===== src/rtl/ttt_pkg.sv =====
// Shared types and constants for the tic-tac-toe turn controller.
package ttt_pkg;

    typedef enum logic [1:0] {
        WAIT_X = 2'b00,
        WAIT_O = 2'b01,
        CHECK  = 2'b10,
        DONE   = 2'b11
    } state_t;

    localparam logic [1:0] NONE = 2'b00;
    localparam logic [1:0] XWIN = 2'b01;
    localparam logic [1:0] OWIN = 2'b10;
    localparam logic [1:0] DRAW = 2'b11;

    localparam int unsigned BOARD_CELLS = 9;

    // Cell masks for the three rows, three columns and two diagonals (row-major, bit 0 = top-left).
    localparam logic [BOARD_CELLS-1:0] WIN_LINES [8] = '{
        9'h007, 9'h038, 9'h1C0,
        9'h049, 9'h092, 9'h124,
        9'h111, 9'h054
    };

    // One-hot mask for a cell index; indices past the board yield zero.
    function automatic logic [BOARD_CELLS-1:0] cell_mask(input logic [3:0] pos);
        cell_mask = BOARD_CELLS'(1) << pos;
    endfunction

endpackage


===== src/rtl/ttt_line_detect.sv =====
// Combinational detector: high when the board covers any complete win line.
module ttt_line_detect
    import ttt_pkg::*;
(
    input  logic [BOARD_CELLS-1:0] board,
    output logic                   win
);

    // Compare the board against every win-line mask.
    always_comb begin
        win = 1'b0;
        for (int unsigned i = 0; i < 8; i++) begin
            if ((board & WIN_LINES[i]) == WIN_LINES[i]) begin
                win = 1'b1;
            end
        end
    end

endmodule


===== src/rtl/ttt_turn_controller.sv =====
// Tic-tac-toe turn controller: accepts alternating X/O moves, rejects
// illegal ones, and decides win/draw in a one-cycle CHECK state.
module ttt_turn_controller
    import ttt_pkg::*;
(
    input  logic                   clk,
    input  logic                   rst_n,
    input  logic                   new_game,
    input  logic                   move_valid,
    input  logic [3:0]             move_pos,
    output logic                   move_ready,
    output logic                   turn,
    output logic [BOARD_CELLS-1:0] xboard,
    output logic [BOARD_CELLS-1:0] oboard,
    output logic                   illegal,
    output logic                   game_over,
    output logic [1:0]             winner
);

    state_t                 state_q, state_d;
    logic [BOARD_CELLS-1:0] xboard_q, xboard_d;
    logic [BOARD_CELLS-1:0] oboard_q, oboard_d;
    logic                   turn_q, turn_d;
    logic                   illegal_q, illegal_d;
    logic                   game_over_q, game_over_d;
    logic [1:0]             winner_q, winner_d;

    logic [BOARD_CELLS-1:0] occupied;
    logic [BOARD_CELLS-1:0] pos_mask;
    logic                   move_legal;
    logic [BOARD_CELLS-1:0] mover_board;
    logic                   line_win;

    assign occupied   = xboard_q | oboard_q;
    assign pos_mask   = cell_mask(move_pos);
    assign move_legal = (move_pos <= 4'd8) && ((occupied & pos_mask) == '0);

    // Only the player who just moved can have completed a line.
    always_comb begin
        mover_board = turn_q ? oboard_q : xboard_q;
    end

    ttt_line_detect u_line_detect (
        .board (mover_board),
        .win   (line_win)
    );

    // State and output registers.
    always_ff @(posedge clk or negedge rst_n) begin
        if (!rst_n) begin
            state_q     <= WAIT_X;
            xboard_q    <= '0;
            oboard_q    <= '0;
            turn_q      <= 1'b0;
            illegal_q   <= 1'b0;
            game_over_q <= 1'b0;
            winner_q    <= NONE;
        end else begin
            state_q     <= state_d;
            xboard_q    <= xboard_d;
            oboard_q    <= oboard_d;
            turn_q      <= turn_d;
            illegal_q   <= illegal_d;
            game_over_q <= game_over_d;
            winner_q    <= winner_d;
        end
    end

    // Next-state logic: move acceptance, game decision and restart.
    always_comb begin
        state_d     = state_q;
        xboard_d    = xboard_q;
        oboard_d    = oboard_q;
        turn_d      = turn_q;
        illegal_d   = 1'b0;
        game_over_d = game_over_q;
        winner_d    = winner_q;

        unique case (state_q)
            WAIT_X, WAIT_O: begin
                if (move_valid) begin
                    if (move_legal) begin
                        if (state_q == WAIT_X) begin
                            xboard_d = xboard_q | pos_mask;
                        end else begin
                            oboard_d = oboard_q | pos_mask;
                        end
                        state_d = CHECK;
                    end else begin
                        illegal_d = 1'b1;
                    end
                end
            end
            CHECK: begin
                // A win takes precedence over a full board.
                if (line_win) begin
                    state_d     = DONE;
                    game_over_d = 1'b1;
                    winner_d    = turn_q ? OWIN : XWIN;
                end else if (&occupied) begin
                    state_d     = DONE;
                    game_over_d = 1'b1;
                    winner_d    = DRAW;
                end else begin
                    turn_d  = ~turn_q;
                    state_d = turn_q ? WAIT_X : WAIT_O;
                end
            end
            DONE: begin
                if (new_game) begin
                    state_d     = WAIT_X;
                    xboard_d    = '0;
                    oboard_d    = '0;
                    turn_d      = 1'b0;
                    game_over_d = 1'b0;
                    winner_d    = NONE;
                end
            end
            default: state_d = WAIT_X;
        endcase
    end

    assign move_ready = (state_q == WAIT_X) || (state_q == WAIT_O);
    assign turn       = turn_q;
    assign xboard     = xboard_q;
    assign oboard     = oboard_q;
    assign illegal    = illegal_q;
    assign game_over  = game_over_q;
    assign winner     = winner_q;

endmodule


===== config.mk =====
export PLATFORM = sky130hd
export DESIGN_NAME = ttt_turn_controller
export DESIGN_NICKNAME = d
export VERILOG_FILES = /design/src/rtl/ttt_pkg.sv /design/src/rtl/ttt_line_detect.sv /design/src/rtl/ttt_turn_controller.sv
export SDC_FILE = /design/constraint.sdc
export NUM_CORES = 1
export LEC_CHECK = 0
export CAP_MARGIN = 30
export CORE_MARGIN = 5
export CORE_UTILIZATION = 55
export CTS_CLUSTER_DIAMETER = 30
export DETAILED_ROUTE_END_ITERATION = 8
export GPL_ROUTABILITY_DRIVEN = 0
export PLACE_DENSITY = 0.85
export SYNTH_ARGS = -nofsm -noshare
export SYNTH_HDL_FRONTEND = slang
export SYNTH_SLANG_ARGS = --single-unit

===== constraint.sdc =====
create_clock -name clk -period 3.24 [get_ports clk]
set_clock_uncertainty 0.15 [all_clocks]
set_input_delay 0.648 -clock clk [delete_from_list [all_inputs] [get_ports clk]]
set_output_delay 0.648 -clock clk [all_outputs]
set_load 0.03 [all_outputs]

==> impl_results.md, run 1 <==
* Slew Limit Fails at 0
* Hold Violations, Final at 0
* Synthesis-to-finish area growth at 24.1%
* DR vias/cell at 6.22
* CTS Root Cell: clkbuf_4
* Die height at ~63 um
* ANT cells at 0
* Maxcap violations at 0
* Clk sinks at 25
* Max clock buf depth at 2
* Crit Path Max Fanout at 10
* Hold Buf Count CTS at 0
* Initial core utilization at between 50 and 60%
* Multi-input logic area at around 840 sq um
* Worst Tran Pin Value at 0.541 ns
* Pin count of the biggest net entering global routing at 26
* CTS tree: built
* CP max-delay cell: clkdlybuf4s50_1
* H-tree Lvls at 1
* Grt ovf at 0
* CP peak stage delay at 0.66 ns
* Synthesized area at approximately 1600 sq um
* Share of layout cells above drive strength 1 at 15.6%
* Sequential fraction of the synthesis area at between 40% and 50%
* Io pins at 32
* First-pass GRT wire length at 6990 um
* Die Wd at ~63 um
* WP data arrival at 3.00 ns
* Startpoint Class: input pin
* Post_cts resized at 0
* FF+latch area at around 630 sq um
* Detail Placement HPWL at 3170 um
* Initial antenna violation count at 0
* Setup_tns at 0 ns
* Drt pass-1 iters at 5
* # port buffers at 31
* Crit path buffers/inverters at 2
* Crit path capture type: register
* YS warnings at 0
* # rows at 19
* RSZ-0062 raised after global routing: no
* WS Path Type: input pin to register
* Fmax achieved at 345 MHz
* Routed Antenna Nets at 0
* Clk pin slew, worst setup/hold paths at 0.13 ns
* Vias at 1,430
* Synth unique cells at 44
* Worst slew margin at 63.9%
* Leakage at 0.785 nW
* Total GRT Usage at roughly 21%
* Delay-heaviest family, CP: simple AND/OR/NAND/NOR gates
* Vias in the first global route at 1,519
* Residual DRC count at 0
* Final net count at 212
* CP required at 3.34 ns
* WL final at just over 4000 um
* Pwr per Cell Area at 1010 nW/um^2
* Utilization after layout at 70.4%
* CTS Buf Count at 3
* Fill cells at 225
* DR WL/cell at 17.5 um
* Worst Hold Class: register to register
* Peak VDD IR at 0.758 mV
* Status: finished clean
* Die area at between 3000 and 4000 sq um
* Most frequent cells in the layout: clkdlybuf4s50_1 (31), dfrtp_1 (25), nor2_1 (19)
* Crit path cell chain: clkdlybuf4s50_1, nor4bb_1, buf_4, a22oi_1, and3_1, a31o_1, and2_4, nor2_1
* Worst-skew pair later-pin latency at 0.32 ns
* Initial detailed-routing violation count at 147
* CORE AREA at 2730 sq um
* Syn_nets at between 150 and 200
* Crit path time final at 2.90 ns
* Number of setup violations in the final report at 0
* Mapped Cells at roughly 170
* Final period util at roughly nine tenths
* Most common cell after layout, fill and taps aside: clkdlybuf4s50_1
* Post-CTS setup buffer count at 0
* Avg Inst Size Synth at 9.40 sq um
* Register bit total from synthesis at 25
==> kinds of logic (layout without fill, tap and decap cells) <==
logic type	Yosys count	count (layout)	synth area share [%]
AND/OR/NAND/NOR	64	64	23.3
adder cells (fa/ha/maj)	4	4	3.23
AO/OA/AOI/OAI	50	50	23.6
multiplexers	6	6	4.11
flip-flops	25	25	40.3
buffers and inverters	16	50	5.40
==> state kept, by name, indices dropped and copies added, names as in the netlist <==
register and count:
winner 2, turn 1, xboard 9, illegal 1, oboard 9, game_over 1, state_q 2
==> layer usage <==
| metal | vias to the layer above | share of wire, % | track usage, % |
|---|---|---|---|
| met1 | 693 | 40 | 24.9 |
| li1 | 673 | - | - |
| met4 | 0 | 0.77 | 6.63 |
| met5 | - | 0 | 0 |
| met2 | 60 | 52 | 39.6 |
| met3 | 4 | 6.4 | 3.55 |
==> final cells by class <==
cell class | count | share of cell area [%]
inverters | 8 | 1.56
repair buffers | 38 | 18.8
multi-input cells | 124 | 43.7
well taps | 31 | 2.01
flip-flops and latches | 25 | 32.5
clock buffers | 4 | 1.36
==> worst register-to-register path: stages, from the launching register on <==
cell	delay [ns]
dfrtp_1	0.50
a22oi_1	0.26
o32ai_1	0.12
nor4_2	0.48
nand2_1	0.25
mux2_1	0.36
a22o_1	0.22
==> power breakdown <==
group	internal, mW	switching [mW]	total [mW]
sequential	0.444	0.210	0.654
combinational	0.473	0.679	1.15
clock	0.0482	0.0890	0.137
total	0.966	0.978	1.94
==> synthesized netlist by cell type <==
| cell | count | area, sq um |
|---|---|---|
| nor2_1 | 19 | 71.3 |
| buf_2 | 1 | 5.00 |
| nor4b_2 | 2 | 30.0 |
| a31o_1 | 2 | 17.5 |
| buf_4 | 2 | 15.0 |
| o211ai_1 | 1 | 7.51 |
| or2_2 | 4 | 25.0 |
| a21oi_1 | 18 | 90.1 |
| nor2_2 | 7 | 43.8 |
| o32ai_2 | 1 | 16.3 |
| nor3_2 | 1 | 10.0 |
| nand4_1 | 1 | 6.26 |
| a211oi_2 | 1 | 12.5 |
| and3_1 | 1 | 6.26 |
| ha_1 | 4 | 50.1 |
| buf_6 | 2 | 22.5 |
| mux2i_1 | 3 | 30.0 |
| o21ai_0 | 3 | 15.0 |
| o22ai_1 | 2 | 12.5 |
| nand3_1 | 3 | 15.0 |
| nand2b_1 | 2 | 12.5 |
| a2111oi_4 | 1 | 27.5 |
| nor4_1 | 2 | 12.5 |
| and2_4 | 1 | 8.76 |
| nor3_1 | 3 | 15.0 |
| nor4bb_1 | 3 | 30.0 |
| clkbuf_1 | 2 | 7.51 |
| a31oi_1 | 1 | 6.26 |
| a22oi_1 | 9 | 67.6 |
| nor3b_1 | 1 | 7.51 |
| o2111ai_1 | 1 | 8.76 |
| inv_1 | 8 | 30.0 |
| o21a_1 | 1 | 7.51 |
| mux2_1 | 2 | 22.5 |
| o21bai_1 | 1 | 7.51 |
| nand2_1 | 12 | 45.0 |
| buf_1 | 1 | 3.75 |
| mux2_2 | 1 | 11.3 |
| o32ai_1 | 4 | 35.0 |
| a21oi_2 | 1 | 8.76 |
| dfrtp_1 | 25 | 626 |
| or4b_1 | 1 | 10.0 |
| a22o_1 | 3 | 26.3 |
| nor4_2 | 1 | 12.5 |
==> final timing paths <==
check,from,endpoint,slack (ns),cells past startpoint
setup reg to reg,oboard[4],turn,0.81,6
setup / recovery,move_pos[0],xboard[3],0.34,8
min in group asynchronous,rst_n,xboard[5],0.52,2
max in group asynchronous,rst_n,oboard[7],2.17,2
hold / removal,game_over,game_over,0.40,1
hold reg to reg,game_over,game_over,0.40,1
==> per-stage QoR <==
stage	instance area [sq um]	worst slack, ns	hold WS, ns	power, mW	std cells
floorplan	1550	0.769	0.202	1.40	165
global placement	1900	0.167	0.361	1.77	226
finish	1930	0.340	0.402	1.94	230
CTS	1930	0.369	0.403	1.95	230
detailed placement	1900	0.0524	0.366	1.81	226
global route	1930	0.199	0.433	2.08	230
(Power assumes the default switching activity.)
==> run 2: changes to the inputs <==
--- a/config.mk
+++ b/config.mk
@@ -6,5 +6,5 @@
 export NUM_CORES = 1
 export LEC_CHECK = 0
-export CAP_MARGIN = 30
+export CAP_MARGIN = 20
 export CORE_MARGIN = 5
 export CORE_UTILIZATION = 55
--- a/constraint.sdc
+++ b/constraint.sdc
@@ -3,3 +3,3 @@
 set_input_delay 0.648 -clock clk [delete_from_list [all_inputs] [get_ports clk]]
 set_output_delay 0.648 -clock clk [all_outputs]
-set_load 0.03 [all_outputs]
+set_load 0.1 [all_outputs]
==> run 2 against run 1 <==
Register-to-register slack gained 0.04 ns. Global-route usage shrank 0.79 points. Cell area shrank 2.7%. Sequential cell count is the same. Critical path type unchanged. Via count grew 1.0%. Worst hold slack gained 0.0057 ns. Critical endpoint is now oboard[2]. Die area is the same. Routed wire length shrank 0.82%. Cell count grew 0.43%. Critical path depth shrank 1.
==> impl_results.md, run 2 (same netlist as run 1, synthesis figures left out) <==
* M3 GR Usage at 3.73% (+0.18 points)
* Most frequent cells in the layout: buf_4 (32), dfrtp_1 (25), nor2_1 (19)
* Most common cell after layout, fill and taps aside: buf_4
* Crit path cell chain: clkdlybuf4s50_1, nor3_2, nand2_1, a2111oi_4, nand3_1, a211oi_2, nor2_1
* Number of setup violations in the final report at 0 (unchanged)
* Hold Violations, Final at 0 (unchanged)
* H-tree Lvls at 1 (unchanged)
* Drt pass-1 iters at 4 (-1)
* WS Path Type: input pin to register
* Vias in the first global route at 1,461 (-3.8%)
* Die area at 3980 sq um (unchanged)
* First-pass GRT wire length at 6710 um (-4.0%)
* Crit Path Max Fanout at 9 (-1)
* ANT cells at 0 (unchanged)
* RSZ-0062 raised after global routing: no
* Die height at 63.1 um (unchanged)
* CP max-delay cell: clkdlybuf4s50_1
* Die Wd at 63.1 um (unchanged)
* DR WL/cell at 17.3 um (-1.2%)
* Fmax achieved at 341 MHz (-1.2%)
* Routed Antenna Nets at 0 (unchanged)
* WP data arrival at 2.98 ns (-0.02 ns)
* Io pins at 32 (unchanged)
* Placed cell area at 1850 sq um (-2.8%)
* Post-CTS setup buffer count at 0 (unchanged)
* Grt ovf at 0 (unchanged)
* CORE AREA at 2730 sq um (unchanged)
* Fill cells at 217 (-3.6%)
* Worst Tran Pin Value at 0.544 ns (+0.00369 ns)
* Design Area, Final at 1870 sq um (-2.7%)
* Worst Hold Class: register to register
* Crit path time final at 2.93 ns (+0.0339 ns)
* WL final at 4000 um (-0.82%)
* Met1 Usage GRT at 24.8% (-0.11 points)
* CP required at 3.28 ns (-0.06 ns)
* Initial detailed-routing violation count at 93 (-37%)
* Maxcap violations at 0 (unchanged)
* CP peak stage delay at 0.57 ns (-0.09 ns)
* CTS Root Cell: clkbuf_4
* Initial core utilization at 56.8% (unchanged)
* Residual DRC count at 0 (unchanged)
* Max clock buf depth at 2 (unchanged)
* Final period util at 90.5% (+1.0 points)
* Vias at 1,445 (+1.0%)
* Crit path capture type: register
* Crit path buffers/inverters at 1 (-1)
* Most crowded layer after global routing: met2
* # rows at 19 (unchanged)
* Final net count at 213 (+0.47%)
* Slew Limit Fails at 0 (unchanged)
* Total GRT Usage at 20.7% (-0.79 points)
* Worst-skew pair later-pin latency at 0.31 ns (about the same)
* Status: finished clean
* # port buffers at 31 (unchanged)
* Detail Placement HPWL at 3070 um (-3.0%)
* Startpoint Class: input pin
* Delay-heaviest family, CP: compound AO/OA/AOI/OAI gates
* Initial antenna violation count at 0 (unchanged)
* Setup_tns at 0 ns (unchanged)
* CTS tree: built
* Share of layout cells above drive strength 1 at 28.0% (+12 points)
* Utilization after layout at 68.5% (-1.9 points)
* Worst slew margin at 63.6% (-0.25 points)
* Post_cts resized at 0 (unchanged)
* Hold Buf Count CTS at 0 (unchanged)
* DR vias/cell at 6.26 (+0.61%)
* Clk sinks at 25 (unchanged)
* Met2 Use GR at 35.8% (-3.8 points)
* Pin count of the biggest net entering global routing at 26 (unchanged)
* Synthesis-to-finish area growth at 20.7%
* CTS Buf Count at 3 (unchanged)
* Clk pin slew, worst setup/hold paths at 0.14 ns (about the same)
==> run 2: changes by cell type in the layout (fill, tap and decap cells not counted) <==
cell / before / now
buf_4: 7 / 32
clkdlybuf4s50_1: 31 / 7
==> run 2: stage by stage <==
stage / worst slack (ns) / hold WS (ns) / cells
final: 0.306 / 0.408 / 231
after global routing: 0.151 / 0.449 / 231
after CTS: 0.348 / 0.407 / 231
after detailed placement: 0.0175 / 0.368 / 227
after global placement: 0.152 / 0.361 / 227
after floorplan: 0.515 / 0.202 / 165
==> run 2: worst register-to-register path, stage by stage, from the launching register on <==
cell and delay [ns]:
dfrtp_1 0.50, a22oi_1 0.22, o32ai_1 0.13, nor4_2 0.47, nand2_1 0.24, mux2_1 0.36, a22o_1 0.22
==> run 2: worst paths after layout <==
check,from,end,slack [ns],depth (start not counted)
setup / recovery,move_pos[0],oboard[2],0.31,7
hold / removal,game_over,game_over,0.41,1
setup reg to reg,oboard[4],turn,0.85,6
hold reg to reg,game_over,game_over,0.41,1
max in group asynchronous,rst_n,xboard[6],2.16,2
min in group asynchronous,rst_n,oboard[1],0.53,2
==> run 2: cell type report <==
class | instances | area, sq um | area share, %
multi-input combinational | 124 | 842 | 45.0
tap | 31 | 38.8 | 2.07
clock buffer | 4 | 26.3 | 1.40
timing repair buffer | 39 | 310 | 16.6
inverter | 8 | 30.0 | 1.60
sequential | 25 | 626 | 33.4
==> run 2: metal layers <==
metal | wire length [um] | part of all wire [%] | up-vias
met4 | 84 | 2.1 | 0
met3 | 285 | 7.1 | 11
li1 | - | - | 674
met2 | 2040 | 51 | 70
met1 | 1580 | 40 | 690
met5 | 0 | 0 | -
Power of run 2 is left out: the tool's default activity adds up to more than one toggle a clock period on the data nets, which glitch-free logic cannot reach.
